<file path="src/rtl/ethernet_ones_complement_checksum.sv">
// ethernet_ones_complement_checksum
// Passive RFC 1071 one's-complement checksum tap on an AXI-Stream RX bus.
// Bytes before START_BYTE are skipped; 16-bit big-endian words are summed
// from there to tlast, then folded and complemented one cycle later.
// Optional build macro: ETH_CSUM_TKEEP_MASK_EN (zero lanes with tkeep=0).
module ethernet_ones_complement_checksum #(
  parameter int DATA_W     = 64,
  parameter int START_BYTE = 34,
  parameter int ACC_W      = 24
) (
  input  logic                  i_clk,
  input  logic                  i_reset,
  input  logic [DATA_W-1:0]     i_rx_axis_tdata,
  input  logic [DATA_W/8-1:0]   i_rx_axis_tkeep,
  input  logic                  i_rx_axis_tvalid,
  input  logic                  i_rx_axis_tlast,
  input  logic [15:0]           i_seed,
  output logic [15:0]           o_csum,
  output logic                  o_csum_ready,
  output logic                  o_csum_ok,
  output logic                  o_short,
  output logic                  o_busy
);

  localparam int BYTES = DATA_W / 8;
  localparam int WORDS = DATA_W / 16;
  localparam int OFF_W = 16;

  typedef enum logic [1:0] {IDLE, SKIP, SUM, FOLD} state_t;

  state_t            state_reg, state_next;
  logic [OFF_W-1:0]  off_reg;
  logic [ACC_W-1:0]  acc_reg;
  logic [ACC_W-1:0]  fold_acc_reg;
  logic              short_pend_reg;
  logic [15:0]       csum_reg;
  logic              csum_ready_reg;
  logic              csum_ok_reg;
  logic              short_reg;

  logic [BYTES-1:0]  keep_gate;
  logic [BYTES-1:0]  lane_en;
  logic [DATA_W-1:0] masked;
  logic [ACC_W-1:0]  word_sum;
  logic [ACC_W-1:0]  acc_base;
  logic [ACC_W-1:0]  acc_next;
  logic [OFF_W:0]    beat_end;
  logic              beat_short;
  logic              first_beat;
  logic [ACC_W-1:0]  fold1;
  logic [16:0]       fold2;
  logic [15:0]       fold_sum;

`ifdef ETH_CSUM_TKEEP_MASK_EN
  assign keep_gate = i_rx_axis_tkeep;
`else
  // Legacy mode trusts upstream zero padding; tkeep is deliberately ignored.
  logic unused_tkeep;
  assign unused_tkeep = ^i_rx_axis_tkeep;
  assign keep_gate    = '1;
`endif

  // Offset 0 only ever occurs on the first beat, because the counter
  // always steps past 0 and then saturates once beyond START_BYTE.
  assign first_beat = (off_reg == '0);
  assign beat_end   = {1'b0, off_reg} + (OFF_W+1)'(BYTES);
  assign beat_short = (beat_end <= (OFF_W+1)'(START_BYTE));

  // Per-lane gate: lane must sit at or past START_BYTE and pass tkeep.
  generate
    for (genvar gi = 0; gi < BYTES; gi++) begin : g_lane
      logic [OFF_W-1:0] lane_off;
      assign lane_off    = off_reg + OFF_W'(gi);
      assign lane_en[gi] = (lane_off >= OFF_W'(START_BYTE)) && keep_gate[gi];
      assign masked[gi*8 +: 8] = lane_en[gi] ? i_rx_axis_tdata[gi*8 +: 8] : 8'h00;
    end
  endgenerate

  // Sum big-endian words of the beat and fold the previous carry back in.
  always_comb begin
    word_sum = '0;
    for (int k = 0; k < WORDS; k++) begin
      word_sum = word_sum + ACC_W'({masked[16*k +: 8], masked[16*k+8 +: 8]});
    end
    acc_base = first_beat ? ACC_W'(i_seed) : acc_reg;
    acc_next = ACC_W'(acc_base[15:0]) + ACC_W'(acc_base[ACC_W-1:16]) + word_sum;
  end

  // End-around carry of the captured frame sum.
  always_comb begin
    fold1    = ACC_W'(fold_acc_reg[15:0]) + ACC_W'(fold_acc_reg[ACC_W-1:16]);
    fold2    = {1'b0, fold1[15:0]} + 17'(fold1[ACC_W-1:16]);
    fold_sum = fold2[15:0] + 16'(fold2[16]);
  end

  // State register.
  always_ff @(posedge i_clk) begin
    if (i_reset) state_reg <= IDLE;
    else         state_reg <= state_next;
  end

  // Next state: tlast always goes to FOLD, otherwise position picks SKIP/SUM.
  always_comb begin
    state_next = state_reg;
    if (i_rx_axis_tvalid) begin
      if (i_rx_axis_tlast)  state_next = FOLD;
      else if (beat_short)  state_next = SKIP;
      else                  state_next = SUM;
    end else if (state_reg == FOLD) begin
      state_next = IDLE;
    end
  end

  // Offset counter, accumulator, fold capture and registered results.
  always_ff @(posedge i_clk) begin
    if (i_reset) begin
      off_reg        <= '0;
      acc_reg        <= '0;
      fold_acc_reg   <= '0;
      short_pend_reg <= 1'b0;
      csum_reg       <= '0;
      csum_ready_reg <= 1'b0;
      csum_ok_reg    <= 1'b0;
      short_reg      <= 1'b0;
    end else begin
      if (i_rx_axis_tvalid) begin
        if (i_rx_axis_tlast) begin
          off_reg        <= '0;
          fold_acc_reg   <= acc_next;
          acc_reg        <= '0;
          short_pend_reg <= beat_short;
        end else begin
          if (off_reg <= OFF_W'(START_BYTE)) off_reg <= beat_end[OFF_W-1:0];
          acc_reg <= acc_next;
        end
      end
      csum_ready_reg <= (state_reg == FOLD);
      if (state_reg == FOLD) begin
        csum_reg    <= ~fold_sum;
        csum_ok_reg <= (fold_sum == 16'hFFFF) && !short_pend_reg;
        short_reg   <= short_pend_reg;
      end
    end
  end

  assign o_csum       = csum_reg;
  assign o_csum_ready = csum_ready_reg;
  assign o_csum_ok    = csum_ok_reg;
  assign o_short      = short_reg;
  assign o_busy       = (state_reg != IDLE) || csum_ready_reg;

endmodule

</file>
<file path="config.mk">
export PLATFORM = sky130hd
export DESIGN_NAME = ethernet_ones_complement_checksum
export DESIGN_NICKNAME = d
export VERILOG_FILES = /design/src/rtl/ethernet_ones_complement_checksum.sv
export SDC_FILE = /design/constraint.sdc
export NUM_CORES = 1
export LEC_CHECK = 0
export BUFFER_PORTS_ARGS = -buffer_cell sky130_fd_sc_hd__buf_2
export CAP_MARGIN = 20
export CORE_ASPECT_RATIO = 0.7
export CORE_MARGIN = 5
export CORE_UTILIZATION = 45
export DETAILED_ROUTE_END_ITERATION = 6
export HOLD_SLACK_MARGIN = 0.05
export PLACE_DENSITY = 0.71
export SYNTH_ARGS = -nofsm -noshare
export SYNTH_HDL_FRONTEND = slang
export SYNTH_SLANG_ARGS = --single-unit
</file>
<file path="constraint.sdc">
create_clock -name i_clk -period 6.1 [get_ports i_clk]
set_input_delay 0.305 -clock i_clk [delete_from_list [all_inputs] [get_ports i_clk]]
set_output_delay 0.305 -clock i_clk [all_outputs]
set_load 0.03 [all_outputs]
</file>
## Word level (Yosys, flattened, before mapping)

Cells that the tools add are included.

- Register bits after elaboration: 86
- Bits in latches: 0
- RAM bits: 0
- Memory bits (read-only): 0
- Input bits: 92
- Output and inout bits: 20
- Logic and storage cells: 63
- Memories: 0

- $add $sub $neg: 16
- $mul: 0
- Divide/modulo/power cells: 0
- Magnitude comparators: 10
- Eq/ne operators: 2
- Shift-type cells: 0
- Mux-type cells: 16
- Bitwise operators: 1
- Reduce and logical (&&, ||, !) cells: 9

Operator list:

| cell | count |
|---|---|
| >= comparator 16 x 6 -> 1 bit (second input constant) | 8 |
| adder 16 x 3 -> 16 bit (second input constant) | 4 |
| two-way mux 8 bit | 8 |
| adder 16 x 8 -> 17 bit | 2 |
| adder 16 x 2 -> 16 bit (second input constant) | 2 |
| two-way mux 16 bit | 2 |
| two-way mux 24 bit | 1 |
| adder 17 x 19 -> 20 bit | 1 |
| two-way mux 20 bit | 1 |
| adder 18 x 16 -> 19 bit | 1 |
| adder 17 x 16 -> 18 bit | 1 |
| adder 16 x 1 -> 17 bit | 1 |
| adder 16 x 16 -> 17 bit | 1 |
| adder 16 x 4 -> 17 bit (second input constant) | 1 |
| less-or-equal comparator 17 x 6 -> 1 bit (second input constant) | 1 |
| adder 16 x 1 -> 16 bit | 1 |
| adder 16 x 1 -> 16 bit (second input constant) | 1 |
| == test 16 bit (second input constant) | 1 |
| less-or-equal comparator 16 x 6 -> 1 bit (second input constant) | 1 |
| zero test 16 bit | 1 |
| NOT 16 bit | 1 |
| two-way mux 2 bit | 4 |
| nonzero test 2 bit | 3 |
| AND reduction 2 bit | 2 |
| other kinds (4) | 4 |

## Longest topological paths before layout

Gate-level depths: netlist (run 1).

- Word-level depth: 8
- Mapped depth: 25

## Least setup slack after synthesis (run 1)

OpenSTA, ideal clock, no wires.

- Path type: register -> register
- From: register off_reg[10]
- To: register acc_reg[16]
- Data arrival time: 5287 ps
- Data required time: 6029 ps
- Path slack: 742 ps
- Cell stages (with the launch flop): 24
- Path through: dfxtp_1 or2_2 nor2_1 nand3_1 nor2_1 nand2_1 clkbuf_1 mux2i_1 fa_1 inv_1 fa_1 fa_1 ha_1 fa_1 a21o_1 a21oi_1 o21bai_1 a21o_1 a21oi_1 o211ai_1 a41oi_1 xnor2_1 nand3b_1 a21oi_1

- Longest elaborated chain between the ends: 8
- Elaborated cells between the ends (all ways): 31
- Those cells by class: add/sub: 12; order compare: 8; mux: 10; reduce/logical: 1

RTL lines:

| what | line | text |
|---|---|---|
| start: declaration | 32 | `logic [OFF_W-1:0] off_reg;` |
| start signal: assignment | 133 | `if (off_reg <= OFF_W'(START_BYTE)) off_reg <= beat_end[OFF_W-1:0];` |
| adder 16 x 1 -> 16 bit or adder 16 x 2 -> 16 bit (tied branches) | 73 | `assign lane_off = off_reg + OFF_W'(gi);` |
| >= comparator 16 x 6 -> 1 bit | 74 | `assign lane_en[gi] = (lane_off >= OFF_W'(START_BYTE)) && keep_gate[gi];` |
| two-way mux 8 bit | 75 | `assign masked[gi*8 +: 8] = lane_en[gi] ? i_rx_axis_tdata[gi*8 +: 8] : 8'h00;` |
| adder 16 x 16 -> 17 bit | 83 | `word_sum = word_sum + ACC_W'({masked[16*k +: 8], masked[16*k+8 +: 8]});` |
| adder 17 x 16 -> 18 bit | 83 |  |
| adder 18 x 16 -> 19 bit | 83 |  |
| adder 17 x 19 -> 20 bit (*) | 86 | `acc_next = ACC_W'(acc_base[15:0]) + ACC_W'(acc_base[ACC_W-1:16]) + word_sum;` |
| two-way mux 20 bit (*) | 127 | `if (i_rx_axis_tlast) begin` |
| end signal: assignment | 134 | `acc_reg <= acc_next;` |
| end: declaration | 33 | `logic [ACC_W-1:0] acc_reg;` |

Mark *: on every way between the ends. The rest lies on a longest branch, timed or not.
A chain may end at the register's enable or synchronous reset.

## Worst setup path after layout (run 1)

- From: register off_reg[10]
- To: register fold_acc_reg[17]

- Longest elaborated chain between the ends: 7
- Elaborated cells between the ends (all ways): 30
- Those cells by class: add/sub: 12; order compare: 8; mux: 9; reduce/logical: 1

RTL lines:

| what | line | text |
|---|---|---|
| adder 16 x 1 -> 16 bit or adder 16 x 2 -> 16 bit (tied branches) | 73 |  |
| >= comparator 16 x 6 -> 1 bit | 74 |  |
| two-way mux 8 bit | 75 |  |
| adder 16 x 16 -> 17 bit | 83 |  |
| adder 17 x 16 -> 18 bit | 83 |  |
| adder 18 x 16 -> 19 bit | 83 |  |
| adder 17 x 19 -> 20 bit (*) | 86 |  |
| end signal: assignment | 129 | `fold_acc_reg <= acc_next;` |
| end: declaration | 34 | `logic [ACC_W-1:0] fold_acc_reg;` |

Marks and branches as above.

==> impl_metrics.csv, run 1 <==
group,metric,value,unit
run_status,outcome,"finished clean",
detailed_routing,dr.first_iter.drc_count,414,
synth,synth_area_per_cell,8.298,um^2
global_routing,gr-usage-met2,26.77,%
global_routing,gr-usage-met3,3.670,%
synth,synth_edf_count,0,
detailed_routing,dr.pass1.iters,5,
timing,final-setup-viol-count,0,
setup_path,slowest_delay,550,ps
hold_path,min_path_cells,1,
pwr,peakVddDrop,0.0001492,V
layout,utilization,51.64,%
synth,synth.distinct_cells,78,
setup_path,worst-setup-path-type,"reg2reg",
timing,grt_setup_unrepaired,"false",
layout,layout-drive-gt1-share,17.96,%
floorplan,die_h,114.1,um
clocking,cts_buffer_depth,2,
setup_path,r2r_slack,430,ps
synth,syn-cell-area,6970,um^2
setup_path,timing.rr.end,"fold_acc_reg[17]$_SDFFE_PP0P_",
setup_path,required,6350,ps
clocking,cts.htree.levels,3,
setup_path,path_max_fanout,40,
timing,fin_ws,427.3,ps
synth,synth_top_area_cell,"dfxtp_1",
floorplan,core,15360,um^2
setup_path,crit_path_cell_trace,"or2_2 -> nor2_1 -> nand3_1 -> or2_2 -> buf_4 -> and2_1 -> fa_1 -> fa_1 -> inv_1 -> fa_1 -> inv_1 -> ha_1 -> a21o_1 -> a21oi_1 -> o21ai_0 -> a211oi_1 -> nor3_1 -> nor3_1 -> o21bai_1 -> xor2_1 -> a211oi_1",
synth,netlist_instances,840,
setup_path,rr_startpoint,"off_reg[10]$_SDFFE_PP0P_",
synth,ys_ff_latch,73,
layout,nets,1109,
detailed_routing,viasPerCell,5.262,
detailed_routing,wl,15740,um
global_routing,grtUsageTotal,17.80,%
detailed_routing,drc,0,
timing,fin_hold_ws,458.0,ps
setup_path,cp-end-kind,"flop",
synth,yosysTopAreaCellShare,20.97,%
setup_path,crit_family,"adder cells",
global_routing,overflow,0,
pwr,power_density,157.9,nW/um^2
hold_path,min_from,"off_reg[13]$_SDFFE_PP0P_",
place,hpwl,12640,um
synth,ys.flop_type,"dfxtp_1",
hold_path,min_path_type,"reg2reg",
timing,fmax,0.1763,GHz
setup_path,cpMostUsedCell,"fa_1",
timing,post-route-period-util,92.99,%
setup_path,start_kind,"flop",
clocking,cts_buffers,9,
global_routing,grt_pass1_vias,5780,
clocking,cts_resized,0,
timing,fin_crit,5673,ps
synth,yosysWarnings,0,
timing,worst_pin_slew,695.4,ps
synth,async_flop_share,0,%
layout,diodes,0,
flow_run,drv_cap,0,
hold_path,min_to,"off_reg[13]$_SDFFE_PP0P_",
layout,final_cell_area,7930,um^2
place,post_dp_cell_area,7624,um^2
global_routing,grt_max_degree,66,
global_routing,gr-max-usage-layer,"met1",
clocking,clk_pin_slew,60,ps
setup_path,slowest_stage,"fa_1",
synth,synth_area_leaders,"dfxtp_1 21%, fa_1 15%, ha_1 7.0%",
timing,finalSetupTns,0,ps
place,port_buffers,103,
timing,relSlewSlack,53.64,%
floorplan,dieWidth,158.8,um
floorplan,num_io_pins,112,
clocking,clkLatencyLatePin,330,ps
clocking,clock_tree.root_cell,"clkbuf_16",
clocking,cts_tree,"yes",
timing,final.setup_skew,9.943,ps
timing,drv_slew,0,
synth,yosysSeqAreaShare,20.97,%
place,pre_cts_ws,437.9,ps
setup_path,worst_ep_arrival_time,5920,ps
place,gp_congestion,0.9117,
floorplan,start_util,45.39,%
floorplan,die_area,18120,um^2
global_routing,grt_pass1_wl,27390,um
detailed_routing,routed-via-count,5946,
global_routing,antenna_found_initial,0,
layout,area_growth,13.77,%
setup_path,r2r.worst_path.cells,21,
detailed_routing,wl_per_cell,13.93,um
timing,finalHoldViolCount,0,
pwr,p_leak,3.506,nW
setup_path,critPathBufInv,3,
clocking,cts-hold-fix-buffers,0,
detailed_routing,ant_nets,0,
clocking,cts.sinks,73,
floorplan,rows,38,
clocking,postCtsSetupRepairBufs,0,
synth,syn_nets,1023,
global_routing,met1_usage,26.77,%
layout,num-fill-cells,1466,
cell type report:
class	count	area [um^2]	share of cell area (%)
Sequential cell	73	1461	18.43
Timing Repair Buffer	111	579.3	7.305
Clock buffer	10	239.0	3.014
Clock inverter	5	56.30	0.7100
Inverter	89	334.1	4.213
Multi-Input combinational cell	642	5010	63.17
Tap cell	200	250.2	3.156
worst reg2reg max path, delay by kind of cell (launching register included):
| kind | cells | cell delay [ps] |
|---|---|---|
| adders and majority gates | 4 | 1880 |
| and+or+nand+nor | 7 | 1520 |
| AOI/OAI and AO/OA | 6 | 1360 |
| buffers and inverters | 3 | 340 |
| DFF | 1 | 320 |
| xor gates and xnor gates | 1 | 160 |
cells by family (layout without fill, tap and decap cells):
logic type,Yosys count,count (layout),share of synthesized area [%]
and+or+nand+nor,326,326,25.27
AOI/OAI and AO/OA,154,154,14.88
buffers and inverters,125,215,7.162
adders and majority gates,91,91,21.94
DFF,73,73,20.97
xor gates and xnor gates,52,52,6.749
muxes,19,19,3.034
routing by layer:
layer	vias to the layer above	share of wire, %
met1	2784	51
li1	2992	-
met3	12	5.7
met4	0	0.57
met2	158	42
met5	-	0
cells in the mapped netlist (4+ instances only):
cell type,instances
nand2b_1,11
a21oi_1,63
a21o_1,6
nor3_1,18
o21bai_1,4
o22ai_1,4
inv_1,89
dfxtp_1,73
nand2_1,80
o21ai_0,15
xnor2_1,31
xor2_1,19
nand4_1,7
or3_1,8
mux2_2,14
nand3_1,16
o211ai_1,6
and2_1,71
ha_1,39
mux2i_1,4
fa_1,52
nor4b_1,4
and3_1,5
a211oi_1,12
nor2b_1,15
clkbuf_1,27
nor4_1,5
nor2_1,56
nand3b_1,7
where the power goes:
| group | internal, mW | total (mW) | switching [mW] |
|---|---|---|---|
| Sequential | 0.493 | 0.509 | 0.0153 |
| Clock | 0.325 | 0.528 | 0.204 |
| Combinational | 0.0897 | 0.216 | 0.126 |
cell usage in the layout (no fill, tap or decap), types with 12 or more instances in the layout:
| cell | synthesis | layout |
|---|---|---|
| buf_2 | 3 | 103 |
| inv_1 | 89 | 89 |
| nand2_1 | 80 | 80 |
| dfxtp_1 | 73 | 73 |
| and2_1 | 71 | 71 |
| a21oi_1 | 63 | 63 |
| nor2_1 | 56 | 56 |
| fa_1 | 52 | 52 |
| ha_1 | 39 | 39 |
| xnor2_1 | 31 | 31 |
| xor2_1 | 19 | 19 |
| nor3_1 | 18 | 18 |
| nand3_1 | 16 | 16 |
| o21ai_0 | 15 | 15 |
| nor2b_1 | 15 | 15 |
| mux2_2 | 14 | 14 |
| a211oi_1 | 12 | 12 |
metrics by stage:
step           total power [mW]  std cells
6_report                  1.252       1130
5_1_grt                   1.316       1130
4_1_cts                   1.263       1129
3_5_place_dp             0.7341       1114
3_3_place_gp             0.7294       1114
2_1_floorplan            0.6677        840
worst max-delay path by stage:
| stage | slack, ps | startpoint | endpoint | depth (start not counted) |
|---|---|---|---|---|
| floorplan | 740 | off_reg[10]$_SDFFE_PP0P_ | acc_reg[16]$_SDFFE_PP0P_ | 23 |
| finish | 430 | off_reg[10]$_SDFFE_PP0P_ | fold_acc_reg[17]$_SDFFE_PP0P_ | 21 |
| global placement | 490 | off_reg[10]$_SDFFE_PP0P_ | fold_acc_reg[17]$_SDFFE_PP0P_ | 21 |
| detailed placement | 440 | off_reg[10]$_SDFFE_PP0P_ | fold_acc_reg[17]$_SDFFE_PP0P_ | 21 |
| global route | 20 | off_reg[10]$_SDFFE_PP0P_ | fold_acc_reg[17]$_SDFFE_PP0P_ | 21 |
| CTS | 400 | off_reg[10]$_SDFFE_PP0P_ | fold_acc_reg[17]$_SDFFE_PP0P_ | 21 |
(Power assumes the default switching activity.)
==> run 2: changes to the inputs <==
==> constraint.sdc (replaced) <==
create_clock -name i_clk -period 6.1 [get_ports i_clk]
set_input_delay 0.915 -clock i_clk [delete_from_list [all_inputs] [get_ports i_clk]]
set_output_delay 0.915 -clock i_clk [all_outputs]
set_load 0.03 [all_outputs]
==> run 2 against run 1 <==
Largest cell class unchanged. Core utilization grew 0.30 points. Count of clock-buffer cells in the layout decreased by 1. Final area is 0.58% higher.
==> impl_metrics.csv, run 2 (synthesis results as in run 1) <==
group,metric,value,unit
layout,ff_latch_area,1461,um^2
layout,area_growth,14.43,%
clocking,cts_buffers,9,
clocking,cts.sinks,73,
place,dp_cells,1114,
global_routing,overflow,0,
floorplan,rows,38,
layout,multi_input_area,5019,um^2
pwr,netSwitchingPower,0.3421,mW
timing,finalSetupTns,0,ps
layout,nets,1109,
clocking,clk_pin_slew,60,ps
floorplan,die_h,114.1,um
timing,fmax,0.1761,GHz
timing,fin_hold_ws,453.5,ps
layout,final_cell_mix,"103 x buf_2, 89 x inv_1, 80 x nand2_1, 73 x dfxtp_1, 71 x and2_1",
timing,fin_ws,422.9,ps
detailed_routing,dr.first_iter.drc_count,366,
clocking,cts.htree.levels,3,
place,port_buffers,103,
floorplan,dieWidth,158.8,um
pwr,power_frac_comb,16.4,%
layout,layout_commonest_cell,"buf_2",
timing,final.setup_skew,6.021,ps
setup_path,required,6350,ps
place,pre_cts_ws,308.9,ps
global_routing,grt_max_degree,66,
clocking,cts_tree,"yes",
clocking,clock_tree.root_cell,"clkbuf_16",
timing,grt_setup_unrepaired,"false",
setup_path,r2r_slack,420,ps
detailed_routing,drc,0,
clocking,clkLatencyLatePin,330,ps
global_routing,grt_pass1_wl,28070,um
pwr,p_leak,3.524,nW
floorplan,num_io_pins,112,
global_routing,grtUsageTotal,18.22,%
detailed_routing,wl_per_cell,14.16,um
timing,drv_slew,0,
timing,final-setup-viol-count,0,
layout,num-fill-cells,1502,
detailed_routing,viasPerCell,5.262,
place,hpwl,12900,um
pwr,peakVddDrop,0.0001358,V
pwr,pwr-share-seq,38.5,%
timing,fin_crit,5677,ps
floorplan,core,15360,um^2
setup_path,cp-end-kind,"flop",
floorplan,die_area,18120,um^2
floorplan,start_util,45.39,%
hold_path,min_path_type,"reg2reg",
timing,relSlewSlack,54.58,%
global_routing,antenna_found_initial,0,
pwr,pwr-share-clk,45.1,%
place,gp_congestion,0.9017,
setup_path,path_max_fanout,40,
pwr,p_int,0.9787,mW
setup_path,worst_ep_arrival_time,5930,ps
clocking,cts_buffer_depth,2,
timing,post-route-period-util,93.07,%
layout,diodes,0,
setup_path,start_kind,"flop",
run_status,outcome,"finished clean",
setup_path,worst-setup-path-type,"reg2reg",
clocking,postCtsSetupRepairBufs,0,
layout,finalNonFillerCells,1130,
flow_run,drv_cap,0,
detailed_routing,dr.pass1.iters,5,
global_routing,grt_pass1_vias,5903,
timing,finalHoldViolCount,0,
pwr,swShare,25.90,%
detailed_routing,ant_nets,0,
detailed_routing,wl,16000,um
timing,worst_pin_slew,681.3,ps
pwr,power_density,165.6,nW/um^2
detailed_routing,routed-via-count,5946,
layout,layout-drive-gt1-share,18.17,%
==> run 2: area by class of cell <==
class	count	share of cell area (%)
Clock inverter	6	1.349
Timing Repair Buffer	111	7.263
Sequential cell	73	18.32
Tap cell	200	3.137
Inverter	89	4.188
Multi-Input combinational cell	642	62.92
Clock buffer	9	2.824
==> run 2: metrics by stage <==
stage,power (mW),utilization (%),instance area [um^2]
finish,1.321,51.94,7976
global route,1.383,51.94,7976
CTS,1.330,51.81,7956
detailed placement,0.7349,49.64,7624
global placement,0.7295,49.64,7624
floorplan,0.6677,-,6970
==> run 2: power groups by stage <==
| stage | Combinational, mW | Clock [mW] | Sequential (mW) |
|---|---|---|---|
| 2_1_floorplan | 0.147 | 0 | 0.521 |
| 3_3_place_gp | 0.211 | 0 | 0.518 |
| 3_5_place_dp | 0.216 | 0 | 0.519 |
| 4_1_cts | 0.218 | 0.604 | 0.508 |
| 5_1_grt | 0.246 | 0.626 | 0.510 |
| 6_report | 0.217 | 0.595 | 0.508 |
==> run 2: what timing repair did <==
item / in CTS / in global routing
hold buffers: 0 / 0
resized for setup: 0 / 3
endpoints found under the setup margin: 0 / 4
==> run 2: worst max-delay path: stages, from the launching register on <==
cell and delay (ps):
dfxtp_1 320, or2_2 310, nor2_1 200, nand3_1 130, or2_2 360, buf_4 250
and2_1 200, fa_1 480, fa_1 540, inv_1 60, fa_1 530, inv_1 40
ha_1 330, a21o_1 200, a21oi_2 190, o21bai_1 100, a21o_1 210, a21oi_1 240
o211ai_1 190, a41oi_1 270, xnor2_1 180, nand3b_1 100, a21oi_1 160
==> run 2: layer usage <==
layer	global-route usage (%)	vias to the layer above	share of wire, %
met5	0	-	0
met3	3.814	11	5.7
met4	3.324	0	0.66
met2	28.31	163	43
met1	26.58	2777	51
li1	-	2995	-
==> run 2: path summary, 6_finish.rpt <==
| check | end | depth (start not counted) | start |
|---|---|---|---|
| max reg2reg | acc_reg[16]$_SDFFE_PP0P_ | 22 | off_reg[10]$_SDFFE_PP0P_ |
| max | acc_reg[16]$_SDFFE_PP0P_ | 22 | off_reg[10]$_SDFFE_PP0P_ |
| min reg2reg | o_csum[4]$_SDFFE_PP0P_ | 2 | o_csum[4]$_SDFFE_PP0P_ |
| min | o_csum[4]$_SDFFE_PP0P_ | 2 | o_csum[4]$_SDFFE_PP0P_ |
==> run 3: changes to the inputs <==
--- a/config.mk
+++ b/config.mk
@@ -7,12 +7,14 @@
 export LEC_CHECK = 0
 export BUFFER_PORTS_ARGS = -buffer_cell sky130_fd_sc_hd__buf_2
 export CAP_MARGIN = 20
+export CELL_PAD_IN_SITES_DETAIL_PLACEMENT = 0
+export CELL_PAD_IN_SITES_GLOBAL_PLACEMENT = 1
 export CORE_ASPECT_RATIO = 0.7
 export CORE_MARGIN = 5
-export CORE_UTILIZATION = 45
+export CORE_UTILIZATION = 43
 export DETAILED_ROUTE_END_ITERATION = 6
 export HOLD_SLACK_MARGIN = 0.05
-export PLACE_DENSITY = 0.71
+export PLACE_DENSITY = 0.86
 export SYNTH_ARGS = -nofsm -noshare
 export SYNTH_HDL_FRONTEND = slang
 export SYNTH_SLANG_ARGS = --single-unit
==> run 3 against run 2 <==
Combinational power about the same. Final area is 0.19% higher. Count of clock-buffer cells in the layout unchanged. Worst setup slack lost 35 ps. Cell count rose by 0.62%. Sequential share of layout area about the same. First-iteration DRC count shrank 29%.
==> impl_metrics.csv, run 3 (synthesis results as in run 1) <==
group,metric,value,unit
timing,grt_setup_unrepaired,"false",
clocking,cts.htree.levels,3,
global_routing,gr-usage-met3,2.998,%
pwr,power.total,1.305,mW
global_routing,grtUsageTotal,17.88,%
timing,final.setup_skew,6.562,ps
clocking,cts_tree,"yes",
timing,relSlewSlack,53.14,%
setup_path,start_kind,"flop",
layout,diodes,0,
floorplan,dieWidth,162.2,um
setup_path,crit_family,"adder cells",
floorplan,start_util,43.29,%
setup_path,required,6280,ps
clocking,postCtsSetupRepairBufs,0,
global_routing,gr-max-usage-layer,"met2",
timing,fin_crit,5713,ps
timing,post-route-period-util,93.65,%
setup_path,cp-end-kind,"flop",
flow_run,drv_cap,0,
global_routing,gr-usage-met2,27.38,%
layout,nets,1110,
global_routing,overflow,0,
detailed_routing,routed-via-count,5885,
timing,finalSetupTns,0,ps
setup_path,critPathBufInv,3,
layout,final_cell_mix,"103 x buf_2, 89 x inv_1, 80 x nand2_1, 73 x dfxtp_1, 71 x and2_1",
floorplan,die_area,18900,um^2
hold_path,min_path_type,"reg2reg",
detailed_routing,wl_per_cell,14.25,um
setup_path,crit_path_cell_trace,"or2_2 -> nor2_1 -> nand3_1 -> or2_2 -> buf_4 -> and2_1 -> fa_1 -> fa_1 -> inv_1 -> fa_1 -> inv_1 -> ha_1 -> a21o_1 -> a21oi_1 -> o21ai_1 -> a211oi_2 -> nor3_1 -> nor3_1 -> o21bai_1 -> xor2_1 -> a211oi_1",
timing,finalHoldViolCount,0,
clocking,clk_pin_slew,60,ps
setup_path,path_max_fanout,37,
global_routing,grt_pass1_wl,28060,um
place,port_buffers,103,
timing,fmax,0.1751,GHz
detailed_routing,wl,16210,um
pwr,peakVddDrop,0.0001488,V
detailed_routing,dr.pass1.iters,5,
detailed_routing,ant_nets,0,
pwr,power_density,163.4,nW/um^2
place,pre_cts_ws,213.3,ps
global_routing,met1_usage,27.19,%
setup_path,slowest_delay,550,ps
timing,final-setup-viol-count,0,
layout,layout_commonest_cell,"buf_2",
clocking,cts-hold-fix-buffers,0,
clocking,cts_buffers,9,
clocking,cts.sinks,73,
setup_path,worst-setup-path-type,"reg2reg",
detailed_routing,dr.first_iter.drc_count,259,
layout,utilization,49.63,%
detailed_routing,viasPerCell,5.176,
place,gp_congestion,0.8835,
layout,area_growth,14.65,%
timing,worst_pin_slew,702.8,ps
detailed_routing,drc,0,
setup_path,slowest_stage,"fa_1",
run_status,outcome,"finished clean",
clocking,cts_buffer_depth,2,
clocking,clkLatencyLatePin,330,ps
global_routing,grt_max_degree,66,
timing,fin_ws,387.4,ps
floorplan,die_h,116.5,um
layout,layout-drive-gt1-share,18.45,%
setup_path,worst_ep_arrival_time,5890,ps
place,hpwl,13090,um
clocking,clock_tree.root_cell,"clkbuf_16",
timing,drv_slew,0,
pwr,p_leak,3.520,nW
global_routing,grt_pass1_vias,5762,
setup_path,cpMostUsedCell,"fa_1",
floorplan,num_io_pins,112,
floorplan,core,16100,um^2
global_routing,antenna_found_initial,0,
floorplan,rows,39,
==> run 3: path summary, 6_finish.rpt <==
check                      startpoint                            end  slack [ps]  cells past startpoint
max          off_reg[10]$_SDFFE_PP0P_  fold_acc_reg[17]$_SDFFE_PP0P_         390                     21
min            o_csum[4]$_SDFFE_PP0P_         o_csum[4]$_SDFFE_PP0P_         450                      2
max reg2reg  off_reg[10]$_SDFFE_PP0P_  fold_acc_reg[17]$_SDFFE_PP0P_         390                     21
min reg2reg    o_csum[4]$_SDFFE_PP0P_         o_csum[4]$_SDFFE_PP0P_         450                      2
==> run 3: area by class of cell <==
class,count,area [um^2]
fillers,1600,8112
repair buffers,112,586.8
well taps,205,256.5
multi-input cells,642,5026
clock buffers,9,225.2
clock inverters,7,101.3
inverters,89,334.1
flip-flops and latches,73,1461
==> run 3: worst register-to-register path: cells and delay by family, from the launching register on <==
| family | cells | cell delay, ps |
|---|---|---|
| AOI/OAI and AO/OA | 6 | 1130 |
| xor gates and xnor gates | 1 | 280 |
| adders and majority gates | 4 | 1900 |
| buffers and inverters | 3 | 360 |
| DFF | 1 | 320 |
| and+or+nand+nor | 7 | 1550 |
==> run 3: power by group <==
part           leakage, nW  switching, mW  internal, mW
combinational         2.77          0.127        0.0900
clock                0.153          0.218         0.362
sequential           0.593         0.0155         0.493
==> run 3: per-layer routing <==
| layer | share of wire [%] | routed length [um] |
|---|---|---|
| met2 | 42 | 6795 |
| met5 | 0 | 0 |
| met3 | 5.0 | 814 |
| met4 | 0.43 | 70 |
| met1 | 53 | 8525 |
==> run 3: what timing repair did <==
action | 4_1_cts | 5_1_grt
resized for setup | 0 | 4
hold endpoints to repair | 0 | 0
endpoints found under the setup margin | 0 | 4
==> run 3: metrics by stage <==
stage | instance area [um^2] | std cells | hold slack (ps)
after floorplan | 6970 | 840 | 430.8
after global placement | 7637 | 1120 | 436.6
after detailed placement | 7637 | 1120 | 446.3
after CTS | 7964 | 1136 | 453.1
after global routing | 7991 | 1137 | 479.5
final | 7991 | 1137 | 449.6
